--- src/rtl/render_line_scheduler.sv ---
// Per-scanline sprite pipeline sequencer: schedules prepare/draw one line ahead of the raster and arbitrates OAM.
// Latency: start/abort/swap/overrun pulses are registered, one cycle after the triggering raster position or done input.
// Backpressure: none; prepare and draw stages hand back completion on prep_done/draw_done, and a missed line boundary is flagged as overrun.
// Optional statistics (overrun_count, max_latency, stats_clr) are compiled in with RENDER_SCHED_STATS_EN.
module render_line_scheduler #(
    parameter int H_TOTAL       = 800,
    parameter int V_TOTAL       = 525,
    parameter int V_RES         = 480,
    parameter int CORDW         = 10,
    parameter int OAM_ADDR_SIZE = 6
) (
    input  logic                     clk,
    input  logic                     rst,
    input  logic                     enable,
    input  logic [CORDW-1:0]         sx,
    input  logic [CORDW-1:0]         sy,
    output logic                     prep_start,
    input  logic                     prep_done,
    output logic                     draw_start,
    input  logic                     draw_done,
    output logic                     abort,
    output logic [CORDW-1:0]         target_line,
    input  logic [OAM_ADDR_SIZE-1:0] oam_addr_prep,
    input  logic [OAM_ADDR_SIZE-1:0] oam_addr_draw,
    output logic [OAM_ADDR_SIZE-1:0] oam_addr,
    output logic                     swap,
    output logic                     overrun,
    output logic                     busy
`ifdef RENDER_SCHED_STATS_EN
    ,
    input  logic                     stats_clr,
    output logic [15:0]              overrun_count,
    output logic [CORDW:0]           max_latency
`endif
);

    typedef enum logic [1:0] {IDLE, PREP, DRAW, READY} state_t;

    localparam logic [CORDW-1:0] H_LAST = CORDW'(H_TOTAL - 1);
    localparam logic [CORDW-1:0] V_LAST = CORDW'(V_TOTAL - 1);
    localparam logic [CORDW-1:0] V_VIS  = CORDW'(V_RES);

    state_t           state;
    logic             first_cyc;   // high during the first cycle of PREP or DRAW
    logic             line_start;
    logic             boundary;
    logic [CORDW-1:0] next_y;
    logic             sched_now;
    logic             prep_accept;
    logic             draw_accept;

    // Raster decode and the events that move the state machine this cycle
    always_comb begin
        line_start  = (sx == '0);
        boundary    = (sx == H_LAST);
        next_y      = (sy == V_LAST) ? '0 : sy + CORDW'(1);
        // boundary outranks everything, including a line_start on a degenerate raster
        sched_now   = line_start && enable && (next_y < V_VIS) && !boundary;
        // the first cycle of each stage masks a done level left over from the previous line
        prep_accept = (state == PREP) && !first_cyc && prep_done && !boundary && !sched_now;
        draw_accept = (state == DRAW) && !first_cyc && draw_done && !boundary && !sched_now;
    end

    // Line state machine with registered pulse outputs
    always_ff @(posedge clk) begin
        if (rst) begin
            state       <= IDLE;
            first_cyc   <= 1'b0;
            prep_start  <= 1'b0;
            draw_start  <= 1'b0;
            abort       <= 1'b0;
            swap        <= 1'b0;
            overrun     <= 1'b0;
            target_line <= '0;
        end else begin
            prep_start <= 1'b0;
            draw_start <= 1'b0;
            abort      <= 1'b0;
            swap       <= 1'b0;
            overrun    <= 1'b0;
            first_cyc  <= 1'b0;
            if (boundary) begin
                // end of line: a finished line is shown, an unfinished one is dropped
                case (state)
                    READY:      swap <= 1'b1;
                    PREP, DRAW: begin
                        overrun <= 1'b1;
                        abort   <= 1'b1;
                    end
                    default:    ;
                endcase
                state <= IDLE;
            end else if (sched_now) begin
                target_line <= next_y;
                prep_start  <= 1'b1;
                first_cyc   <= 1'b1;
                if ((state == PREP) || (state == DRAW)) begin
                    abort <= 1'b1;
                end
                state <= PREP;
            end else if (prep_accept) begin
                draw_start <= 1'b1;
                first_cyc  <= 1'b1;
                state      <= DRAW;
            end else if (draw_accept) begin
                state <= READY;
            end
        end
    end

    // The drawer owns OAM only while drawing; preparation owns it otherwise
    assign oam_addr = (state == DRAW) ? oam_addr_draw : oam_addr_prep;
    assign busy     = (state == PREP) || (state == DRAW);

`ifdef RENDER_SCHED_STATS_EN
    logic [CORDW:0] lat_cnt;
    logic [CORDW:0] lat_sat;

    // Latency of the line in flight, as it will read on entry into READY
    assign lat_sat = (lat_cnt == '1) ? lat_cnt : lat_cnt + 1'b1;

    // Overrun counter and worst-case prepare-to-ready latency; clear beats a same-cycle update
    always_ff @(posedge clk) begin
        if (rst) begin
            lat_cnt       <= '0;
            overrun_count <= '0;
            max_latency   <= '0;
        end else begin
            if (sched_now) begin
                lat_cnt <= '0;
            end else if (busy) begin
                lat_cnt <= lat_sat;
            end
            if (stats_clr) begin
                overrun_count <= '0;
                max_latency   <= '0;
            end else begin
                if (boundary && busy && (overrun_count != 16'hFFFF)) begin
                    overrun_count <= overrun_count + 16'd1;
                end
                if (draw_accept && (lat_sat > max_latency)) begin
                    max_latency <= lat_sat;
                end
            end
        end
    end
`endif

endmodule

--- config.mk ---
export PLATFORM = sky130hd
export DESIGN_NAME = render_line_scheduler
export DESIGN_NICKNAME = d
export VERILOG_FILES = /design/src/rtl/render_line_scheduler.sv
export SDC_FILE = /design/constraint.sdc
export NUM_CORES = 1
export LEC_CHECK = 0
export ABC_CLOCK_PERIOD_IN_PS = 2100
export CORE_MARGIN = 2
export CORE_UTILIZATION = 40
export CTS_CLUSTER_SIZE = 24
export DETAILED_ROUTE_END_ITERATION = 8
export GPL_TIMING_DRIVEN = 0
export PLACE_DENSITY = 0.84
export SYNTH_ARGS = -nofsm -noshare
export SYNTH_HDL_FRONTEND = slang
export SYNTH_SLANG_ARGS = --single-unit
--- constraint.sdc ---
create_clock -name clk -period 2.1 [get_ports clk]
set_input_delay 0.315 -clock clk [delete_from_list [all_inputs] [get_ports clk]]
set_output_delay 0.315 -clock clk [all_outputs]
set_load 0.1 [all_outputs]
== Word-level counts from Yosys, hierarchy flattened ==
Cells that the tools add are included.

* $add $sub $neg: 1
* Magnitude comparators: 1
* Equality and inequality tests: 5
* Muxes and demuxes: 13
* Bitwise gates (word level): 1
* Reductions and logical operators: 23

{| class="wikitable"
|+ Operators by type and width
! operator !! number
|-
| $eq 10x10->1 const B || 2
|-
| $logic_and 1x1->1 || 11
|-
| $add 10x1->10 const B || 1
|-
| $logic_not 10->1 || 1
|-
| $lt 10x9->1 const B || 1
|-
| $mux 10 || 1
|-
| $mux 1 || 9
|-
| $mux 6 || 1
|-
| $reduce_or 2->1 || 3
|-
| $eq 2x2->1 const B || 2
|-
| $mux 2 || 2
|-
| $logic_not 1->1 || 3
|-
| $reduce_bool 3->1 || 1
|-
| $reduce_or 3->1 || 1
|-
| $eq 2x1->1 const B || 1
|-
| $reduce_and 2->1 || 1
|-
| $reduce_bool 2->1 || 1
|-
| $logic_or 1x1->1 || 1
|-
| $not 1->1 || 1
|}

* Flip-flop bits (word level): 18
* Word-level logic and storage cells: 53

== Logic depth before layout (Yosys ltp) ==
Gate-level depths: netlist of run 1.

* Word-level depth: 10
* Gate-level depth with buffers: 7
* Gate-level depth less buffers: 7

== Least setup slack after synthesis of run 1 ==
No wires, ideal clock.

* Path kind: input -> register
* Start point: input port sy[0]
* End point: register target_line[4]
* Arrival: 1646 ps
* Setup slack: 332 ps
* Cell stages on the path: 7
* Buffers on the path: 1
* Path through: ha_1 buf_2 a21oi_1 o21ai_0 o211ai_4 and2_4 mux2_4

* Longest elaborated chain between the ends: 6
* Elaborated cells between the ends (all ways): 7
* Those cells by class: 1 x add/sub; 1 x order compare; 1 x eq/ne; 1 x mux; 3 x reduce/logical

{| class="wikitable"
|+ RTL lines
! element !! line !! RTL
|-
| from (decl) || 16 || <nowiki>input logic [CORDW-1:0] sy,</nowiki>
|-
| $add 10x1->10 or $eq 10x10->1 (tied branches) || 56 || <nowiki>next_y = (sy == V_LAST) ? '0 : sy + CORDW'(1);</nowiki>
|-
| $mux 10 (*) || 56 ||
|-
| $lt 10x9->1 || 58 || <nowiki>sched_now = line_start && enable && (next_y < V_VIS) && !boundary;</nowiki>
|-
| $logic_and 1x1->1 (2 in series) || 58 ||
|-
| $reduce_and 2->1 (no source line) || - ||
|-
| to (signal assigned) || 94 || <nowiki>target_line <= next_y;</nowiki>
|-
| to (decl) || 22 || <nowiki>output logic [CORDW-1:0] target_line,</nowiki>
|}

Every way passes the cells marked *; elsewhere a longest branch is shown, timed or not.
A chain may end at the register's enable or synchronous reset.

== Final worst setup path of run 1 ==
* Start point: register overrun
* End point: output port overrun

{| class="wikitable"
|+ RTL lines
! element !! line !! RTL
|-
| from (decl) || 27 || <nowiki>output logic overrun,</nowiki>
|-
| from (signal assigned) || 73 || <nowiki>overrun <= 1'b0;</nowiki>
|-
| from (signal assigned) || 80 || <nowiki>overrun <= 1'b0;</nowiki>
|-
| from (signal assigned) || 87 || <nowiki>overrun <= 1'b1;</nowiki>
|}

No word-level cell between the ends.

==> results of run 1 <==
## layout make-up
| class | count | area, sq um | area share (%) |
|---|---|---|---|
| Tap cell | 31 | 38.79 | 2.075 |
| Clock buffer | 4 | 36.28 | 1.941 |
| Multi-Input combinational cell | 104 | 784.5 | 41.97 |
| Inverter | 7 | 26.28 | 1.406 |
| Buffer | 5 | 35.03 | 1.874 |
| Timing Repair Buffer | 61 | 588.1 | 31.46 |
| Sequential cell | 18 | 360.3 | 19.28 |
## worst paths after layout
path / to
worst max-delay path: overrun
worst min register to register: target_line[6]$_SDFFE_PP0P_
worst max register to register: state[1]$_SDFFE_PP0P_
worst min-delay path: target_line[6]$_SDFFE_PP0P_
## registers in the layout, indices dropped and copies added (netlist names)
signal and count:
swap 1, prep_start 1, target_line 10, state 2, overrun 1, first_cyc 1
abort 1, draw_start 1
## layer usage
metal / part of all wire (%) / routed length (um)
met1: 40 / 1427
met2: 50 / 1786
met3: 8.2 / 291
met4: 0.90 / 32
met5: 0 / 0
## cells in the mapped netlist (all sizes together), types with 4 or more instances
cell type,n
nand2,11
inv,7
o21ai,10
nand3,8
a21oi,5
dfxtp,18
nor2,4
and3,5
mux2,7
nand4,7
ha,5
nor3,6
## timing repair
item / 4_1_cts / 5_1_grt
buffers inserted: 5 / 0
gates resized for setup: 39 / 15
pin swaps: 2 / 0
setup endpoints to repair: 17 / 22
## cells in the final DEF, fill, tap and decap left out, types with 2 or more instances in the layout
| cell type | instances |
|---|---|
| nor3b_1 | 2 |
| dlymetal6s2s_1 | 7 |
| o21ai_0 | 7 |
| o21ai_1 | 2 |
| clkbuf_1 | 2 |
| nand4_1 | 7 |
| buf_4 | 5 |
| a31o_2 | 3 |
| a21oi_1 | 5 |
| inv_1 | 7 |
| buf_2 | 3 |
| a21o_1 | 2 |
| clkdlybuf4s50_1 | 38 |
| clkbuf_4 | 8 |
| a211oi_1 | 2 |
| nand2_1 | 11 |
| buf_6 | 2 |
| and3_1 | 5 |
| mux2_2 | 6 |
| xnor2_1 | 3 |
| dfxtp_1 | 18 |
| nand3_1 | 8 |
| ha_1 | 5 |
| and2_1 | 2 |
| nor2_1 | 4 |
| nor3_1 | 6 |
| dlygate4sd2_1 | 4 |
## report_power, final
part           switching, uW  internal [uW]
sequential            0.0676            341
combinational            112           91.8
clock                    107            106
## worst min-delay path: cells and delay by family
family | cells | cell delay (ns)
xor+xnor | 1 | 0.07
buf+inv | 1 | 0.13
compound gates | 1 | 0.12
## cells by family after synthesis
logic type / Yosys count
mux: 7
simple gates: 57
flops: 18
fa+ha+maj: 5
buf+inv: 13
compound gates: 31
xor+xnor: 4
## per-stage QoR
step	total power, uW	setup WS (ns)
floorplan	456.7	0.3323
global placement	552.5	-0.3917
detailed placement	556.1	-0.4366
CTS	754.6	0.0007174
global route	787.9	-0.002589
finish	758.5	0.04081
==> results.yml, run 1 <==
placement:
  globalplace.congestion: 0.9129
  place_inst: 222
  dp_hpwl_um: 2747
  numPortBuffers: 56
  dpl_cell_area_sq_um: 1802
synth:
  yosys.area_share.adder_pct: 5.203
  netlist_instances: 135
  synth-simple-area-share_pct: 28.62
  synth_compound_area_share_pct: 21.02
  syn_nets: 177
  synth_ff_type: "dfxtp_1"
  ys_seq_area_share_pct: 29.97
  synth_area_leaders: "dfxtp_1 30%, mux2_2 5.6%, ha_1 5.2%, o21ai_0 3.7%, nand4_1 3.6%"
  syn-cell-area_sq_um: 1202
  postSynthAreaPerCell_sq_um: 8.907
  synth_top_cell_by_area: "dfxtp_1"
  synth_top_cell_area_share_pct: 29.97
  synthXorXnorAreaFrac_pct: 2.914
  ys_warn_count: 0
  synthDistinctLibCells: 45
  synthMuxAreaShare_pct: 6.868
  synth-edff-count: 0
  synth-seq-cells: 18
  synth_top_family_by_area: "simple AND/OR/NAND/NOR gates"
  async_reset_ff_share_pct: 0
cts:
  clock_latency_ns: 0.29
  holdBufCountCts: 0
  path_clk_slew_ns: 0.10
  cts_made_buffers: 3
  clock-sinks: 18
  cts_root_buf: "clkbuf_4"
  cts_tree: "built"
  cts.path.max_buffers: 2
  htreeDepth: 1
critical_path:
  worstPathArrival_ns: 1.74
  crit_path_end_kind: "output pin"
  worstRegToRegCells: 4
  start_kind: "flip-flop"
  r2r-start: "state[1]$_SDFFE_PP0P_"
  cp_cell_sequence: "clkdlybuf4s50_1"
  path_depth: 1
  criticalPathCategory: "reg -> out"
  r2r_slack_ns: 0.75
  crit_start: "overrun$_SDFF_PP0_"
  critPathBufInv: 1
  cp_top_family: "buffers and inverters"
  cpPeakStageDelay_ns: 1.13
  worstPathMaxFanout: 1
  cp.required_ns: 1.78
  cp_slowest_cell: "clkdlybuf4s50_1"
power_and_ir_drop:
  vdd_drop_max_mv: 0.2013
  power.density_nw_per_um2: 405.8
  leakage_uw: 0.0008450
run:
  maxCapViolCount: 0
floorplanning:
  design.core.area_sq_um: 2805
  top_level_ports: 59
  num_rows: 19
  dieArea_sq_um: 3460
  initial_core_util_pct: 42.86
  fp.dieW_um: 58.83
  die-height_um: 58.83
detailed_routing:
  dr.pass1.iters: 6
  routed-via-count: 1289
  wl_um: 3537
  drtIter0Drc: 49
  wire_per_inst_um: 15.38
  ant_nets: 0
  viasPerCell: 5.604
  drc_errors: 9
sta:
  holdWs_ns: 0.3760
  finClkSkew_ns: 0.001337
  slew_viol_final: 0
  fin_crit_ns: 2.059
  finalSetupViolCount: 0
  tightest_slew_ns: 0.9808
  max_slew_margin_pct: 34.51
  max_freq_ghz: 0.4856
  tns_ns: 0
  fin_crit_sh_pct: 98.06
  finalHoldViolCount: 0
run_status:
  violations: "design-rule violations"
  status: "finished, violations left"
finish:
  nFillCells: 234
  drive_above_1_share_pct: 18.59
  fin_nets: 242
  syn2layout_area_growth_pct: 55.46
  diodes: 0
  fin_util_pct: 66.64
  fin_area_sq_um: 1869
  stdcell_count: 230
hold_path:
  holdCritStartpoint: "sy[6]"
  holdPathStages: 3
  min_path_type: "in -> reg"
global_route:
  grt_pass1_wl_um: 5616
  grt_use_total_pct: 20.80
  antenna_found_initial: 0
  met2_usage_pct: 39.05
  grt_pass1_vias: 1265
  grt_use_met3_pct: 4.396
  met1_usage_pct: 23.75
  grt-ovfl-total: 0
  busiest_layer: "met2"
  grt_max_degree: 11
No activity file was read; power rests on OpenSTA's default activity.
==> run 2: changes to the inputs <==
CORE_MARGIN = unset   (was 2)
==> run 2 against run 1 <==
  * The run still ends with design-rule violations left
  * Via count rose by 0.54%
  * Final cell count did not move
  * Power fell by 0.61%
  * Fmax rose by 0.44%
  * Sequential cell count did not move
  * Critical path type unchanged
  * Highest routed layer unchanged
==> results.yml, run 2 (synthesis results as in run 1) <==
cts:
  cts_made_buffers: 3
  clock_latency_ns: 0.28
  cts.path.max_buffers: 2
  cts_root_buf: "clkbuf_4"
  htreeDepth: 1
  cts_tree: "built"
  clock-sinks: 18
  path_clk_slew_ns: 0.10
  holdBufCountCts: 0
finish:
  diodes: 0
  register_area_sq_um: 360.3
  top_regs: "target_line x10, state x2"
  final_cell_mix: "36 x clkdlybuf4s50_1, 18 x dfxtp_1, 11 x nand2_1"
  nFillCells: 248
  fin_area_sq_um: 1884
  drive_above_1_share_pct: 19.10
  multi_input_area_sq_um: 788.3
  layout_commonest_cell: "clkdlybuf4s50_1"
  stdcell_count: 230
  fin_nets: 242
  largest_register_ffs: 10
  syn2layout_area_growth_pct: 56.71
  regMostFlops: "target_line"
critical_path:
  critPathBufInv: 1
  crit_path_end_kind: "output pin"
  cp_top_family: "buffers and inverters"
  cp.required_ns: 1.78
  criticalPathCategory: "reg -> out"
  cp_cell_sequence: "clkdlybuf4s50_1"
  worstPathArrival_ns: 1.74
  cp_slowest_cell: "clkdlybuf4s50_1"
  start_kind: "flip-flop"
  worstPathMaxFanout: 1
  cpPeakStageDelay_ns: 1.12
floorplanning:
  design.core.area_sq_um: 2805
  die-height_um: 56.83
  initial_core_util_pct: 42.86
  top_level_ports: 59
  dieArea_sq_um: 3229
  fp.dieW_um: 56.83
  num_rows: 19
global_route:
  met2_usage_pct: 41.50
  grt_use_total_pct: 22.25
  grt-ovfl-total: 0
  grt_pass1_vias: 1252
  grt_pass1_wl_um: 5664
  grt_use_met3_pct: 5.530
  met1_usage_pct: 24.89
  antenna_found_initial: 0
  grt_max_degree: 11
  busiest_layer: "met2"
detailed_routing:
  dr.pass1.iters: 7
  ant_nets: 0
  wl_um: 3525
  wire_per_inst_um: 15.33
  routed-via-count: 1296
  viasPerCell: 5.635
  drc_errors: 18
  drtIter0Drc: 48
placement:
  dpl_cell_area_sq_um: 1802
  globalplace.congestion: 0.9372
  place_inst: 222
  dp_hpwl_um: 2760
  numPortBuffers: 56
sta:
  slew_viol_final: 0
  max_freq_ghz: 0.4878
  finClkSkew_ns: 0.003210
  finalHoldViolCount: 0
  finalSetupViolCount: 0
  rsz0062_at_grt: "false"
  fin_crit_sh_pct: 97.62
  tightest_slew_ns: 0.9917
  max_slew_margin_pct: 33.78
  fin_crit_ns: 2.050
run:
  maxCapViolCount: 0
run_status:
  violations: "design-rule violations"
  status: "finished, violations left"
power_and_ir_drop:
  power.density_nw_per_um2: 400.1
  vdd_drop_max_mv: 0.2046
  p_total_uw: 753.9
  leakage_uw: 0.0008717
hold_path:
  min_path_type: "in -> reg"
==> run 2: path summary, 6_finish.rpt <==
kind                                     from                          end  slack, ns  cells after the start
setup reg to reg        state[0]$_SDFFE_PP0P_        state[0]$_SDFFE_PP0P_       0.73                      5
setup / recovery        prep_start$_SDFF_PP0_                   prep_start       0.05                      1
hold / removal                          sy[6]  target_line[6]$_SDFFE_PP0P_       0.43                      3
hold reg to reg   target_line[8]$_SDFFE_PP0P_  target_line[8]$_SDFFE_PP0P_       0.49                      1
==> run 2: per-layer routing <==
metal / wire length [um] / up-vias
met5: 0 / -
met4: 39 / 0
met3: 297 / 6
met2: 1788 / 61
met1: 1399 / 596
li1: - / 633
==> run 2: metrics by stage <==
| stage | util, % | setup WS, ns | hold WS [ns] | setup TNS [ns] |
|---|---|---|---|---|
| final | 67.17 | 0.04990 | 0.4305 | 0 |
| after global routing | 67.17 | 0.005294 | 0.4453 | 0 |
| after global placement | 64.23 | -0.3956 | 0.4642 | -5.895 |
| after detailed placement | 64.23 | -0.4487 | 0.4747 | -7.220 |
| after floorplan | - | 0.3323 | 0.4305 | 0 |
| after CTS | 65.79 | 0.002047 | 0.4472 | 0 |
==> run 2: power by group <==
part	switching [uW]	total [uW]	internal (uW)
clock network	101	207	105
registers	0.0693	341	341
logic	114	206	91.9
==> run 2: cell type report <==
class	instances	area share, %
Sequential cell	18	19.12
Clock buffer	4	1.926
Multi-Input combinational cell	104	41.83
Timing Repair Buffer	61	31.81
Buffer	5	1.859
Tap cell	31	2.058
Inverter	7	1.394
==> run 2: what timing repair did <==
action                     CTS  global route
setup buffers                5             0
pin swaps                    2             0
setup endpoints to repair   16            23
resized for setup           39            16
cloned                       0             0
==> run 3: changes to the inputs <==
CTS_CLUSTER_DIAMETER = 50   (was unset)
MAX_ROUTING_LAYER = met4   (was unset)
PLACE_DENSITY = 0.79   (was 0.84)
==> run 3 against run 2 <==
  * The flow still finishes with violations (design-rule violations)
  * Wire length fell by 0.79%
  * Combinational power about the same
  * Die area did not move
  * Design area rose by 0.46%
  * Critical path depth rose by 7
  * Clock power rose by 4%
  * Sequential share of layout area decreased by 0.088 points
  * Register-to-register slack is essentially flat
  * Clock-buffer cell count is the same
  * Highest routed layer unchanged
  * Via count up 0.85%
  * Critical endpoint is now target_line[4]$_SDFFE_PP0P_
  * Fmax grew 1.3%
==> results.yml, run 3 (synthesis results as in run 1) <==
floorplanning:
  dieArea_sq_um: 3229
  top_level_ports: 59
  design.core.area_sq_um: 2805
  die-height_um: 56.83
  initial_core_util_pct: 42.86
  fp.dieW_um: 56.83
  num_rows: 19
critical_path:
  worstPathMaxFanout: 6
  crit_path_end_kind: "flip-flop"
  cp.required_ns: 2.30
  worstRegToRegCells: 6
  criticalPathCategory: "in -> reg"
  worstPathArrival_ns: 2.22
  start_kind: "input pin"
placement:
  numPortBuffers: 56
  globalplace.congestion: 0.8984
  post-place-ws_ns: -0.4226
  dp_hpwl_um: 2680
  place_inst: 222
finish:
  layout_commonest_cell: "clkdlybuf4s50_1"
  register_area_sq_um: 360.3
  top_regs: "target_line x10, state x2"
  regMostFlops: "target_line"
  drive_above_1_share_pct: 20.00
  syn2layout_area_growth_pct: 57.44
  largest_register_ffs: 10
  stdcell_count: 231
  final_cell_mix: "34 x clkdlybuf4s50_1, 18 x dfxtp_1, 11 x nand2_1, 11 x buf_4, 9 x dlymetal6s2s_1"
  nFillCells: 225
  diodes: 0
  multi_input_area_sq_um: 793.3
  fin_nets: 243
cts:
  cts_tree: "built"
  cts.path.max_buffers: 2
  cts_root_buf: "clkbuf_4"
  clock_latency_ns: 0.30
  htreeDepth: 1
  clock-sinks: 18
  cts_made_buffers: 3
  holdBufCountCts: 0
  path_clk_slew_ns: 0.10
sta:
  finalHoldViolCount: 0
  finalSetupViolCount: 0
  holdWs_ns: 0.3782
  tns_ns: 0
  fin_crit_ns: 2.025
  max_freq_ghz: 0.4939
  setup_slack_ns: 0.07546
  tightest_slew_ns: 0.9876
  max_slew_margin_pct: 34.42
  finClkSkew_ns: 0.002732
  fin_crit_sh_pct: 96.41
  slew_viol_final: 0
  rsz0062_at_grt: "false"
hold_path:
  min_path_type: "in -> reg"
  holdPathStages: 3
run_status:
  violations: "design-rule violations"
  status: "finished, violations left"
power_and_ir_drop:
  leakage_uw: 0.0009093
  p_total_uw: 764.6
  power.density_nw_per_um2: 403.9
  vdd_drop_max_mv: 0.2433
run:
  maxCapViolCount: 0
detailed_routing:
  drtIter0Drc: 54
  wl_um: 3497
  ant_nets: 0
  dr.pass1.iters: 6
  viasPerCell: 5.658
  wire_per_inst_um: 15.14
  drc_errors: 18
  routed-via-count: 1307
global_route:
  grt_pass1_vias: 1233
  antenna_found_initial: 0
  grt_max_degree: 11
  grt_use_total_pct: 21.84
  grt-ovfl-total: 0
  grt_pass1_wl_um: 5375
[run 3: cell count changes in the layout (fill, tap and decap cells not counted), moves of 2 or more]
| cell | delta |
|---|---|
| clkbuf_4 | -5 |
| clkdlybuf4s50_1 | -2 |
| buf_4 | +6 |
| dlygate4sd2_1 | +2 |
[run 3: worst paths after layout]
check	end	from	slack, ns
worst max-delay path	target_line[4]$_SDFFE_PP0P_	sy[0]	0.08
worst max register to register	state[0]$_SDFFE_PP0P_	state[0]$_SDFFE_PP0P_	0.72
worst min register to register	target_line[6]$_SDFFE_PP0P_	target_line[6]$_SDFFE_PP0P_	0.49
worst min-delay path	target_line[6]$_SDFFE_PP0P_	sy[6]	0.38
[run 3: critical path: stages]
cell and delay (ns):
clkdlybuf4s50_1 0.58, inv_1 0.07, ha_1 0.19, nor3b_2 0.15
and4bb_2 0.28, o21ai_4 0.17, and2_4 0.18, mux2_4 0.29
[run 3: layout make-up]
type	instances	area share, %
tap	31	2.049
sequential	18	19.04
clock buffer	4	1.917
inverter	7	1.388
timing repair buffer	61	31.59
buffer	6	2.115
multi-input combinational	104	41.90
[run 3: power breakdown]
part	switching (uW)	internal, uW	total (uW)
logic	114	93.7	208
clock network	110	106	216
registers	0.0672	341	341
[run 3: timing repair]
item                                    in CTS  in global routing
pin swaps                                    2                  0
gates resized for setup                     48                 13
cloned                                       0                  0
endpoints found under the hold margin        0                  0
buffers inserted                             5                  0
endpoints found under the setup margin      16                 18
[run 3: through the flow]
stage	utilization [%]	cell area [sq um]
2_1_floorplan	-	1202
3_3_place_gp	64.23	1802
3_5_place_dp	64.23	1802
4_1_cts	66.41	1863
5_1_grt	67.48	1893
6_report	67.48	1893
[run 3: metal layers]
layer  up-vias  track usage (%)  share of wire, %  wire, um
li1        636                -                 -         -
met1       621            22.66                41      1426
met2        48            42.01                51      1786
met3         2            4.147               7.3       256
met4         0            5.226              0.77        27
met5         -                -                 0         0
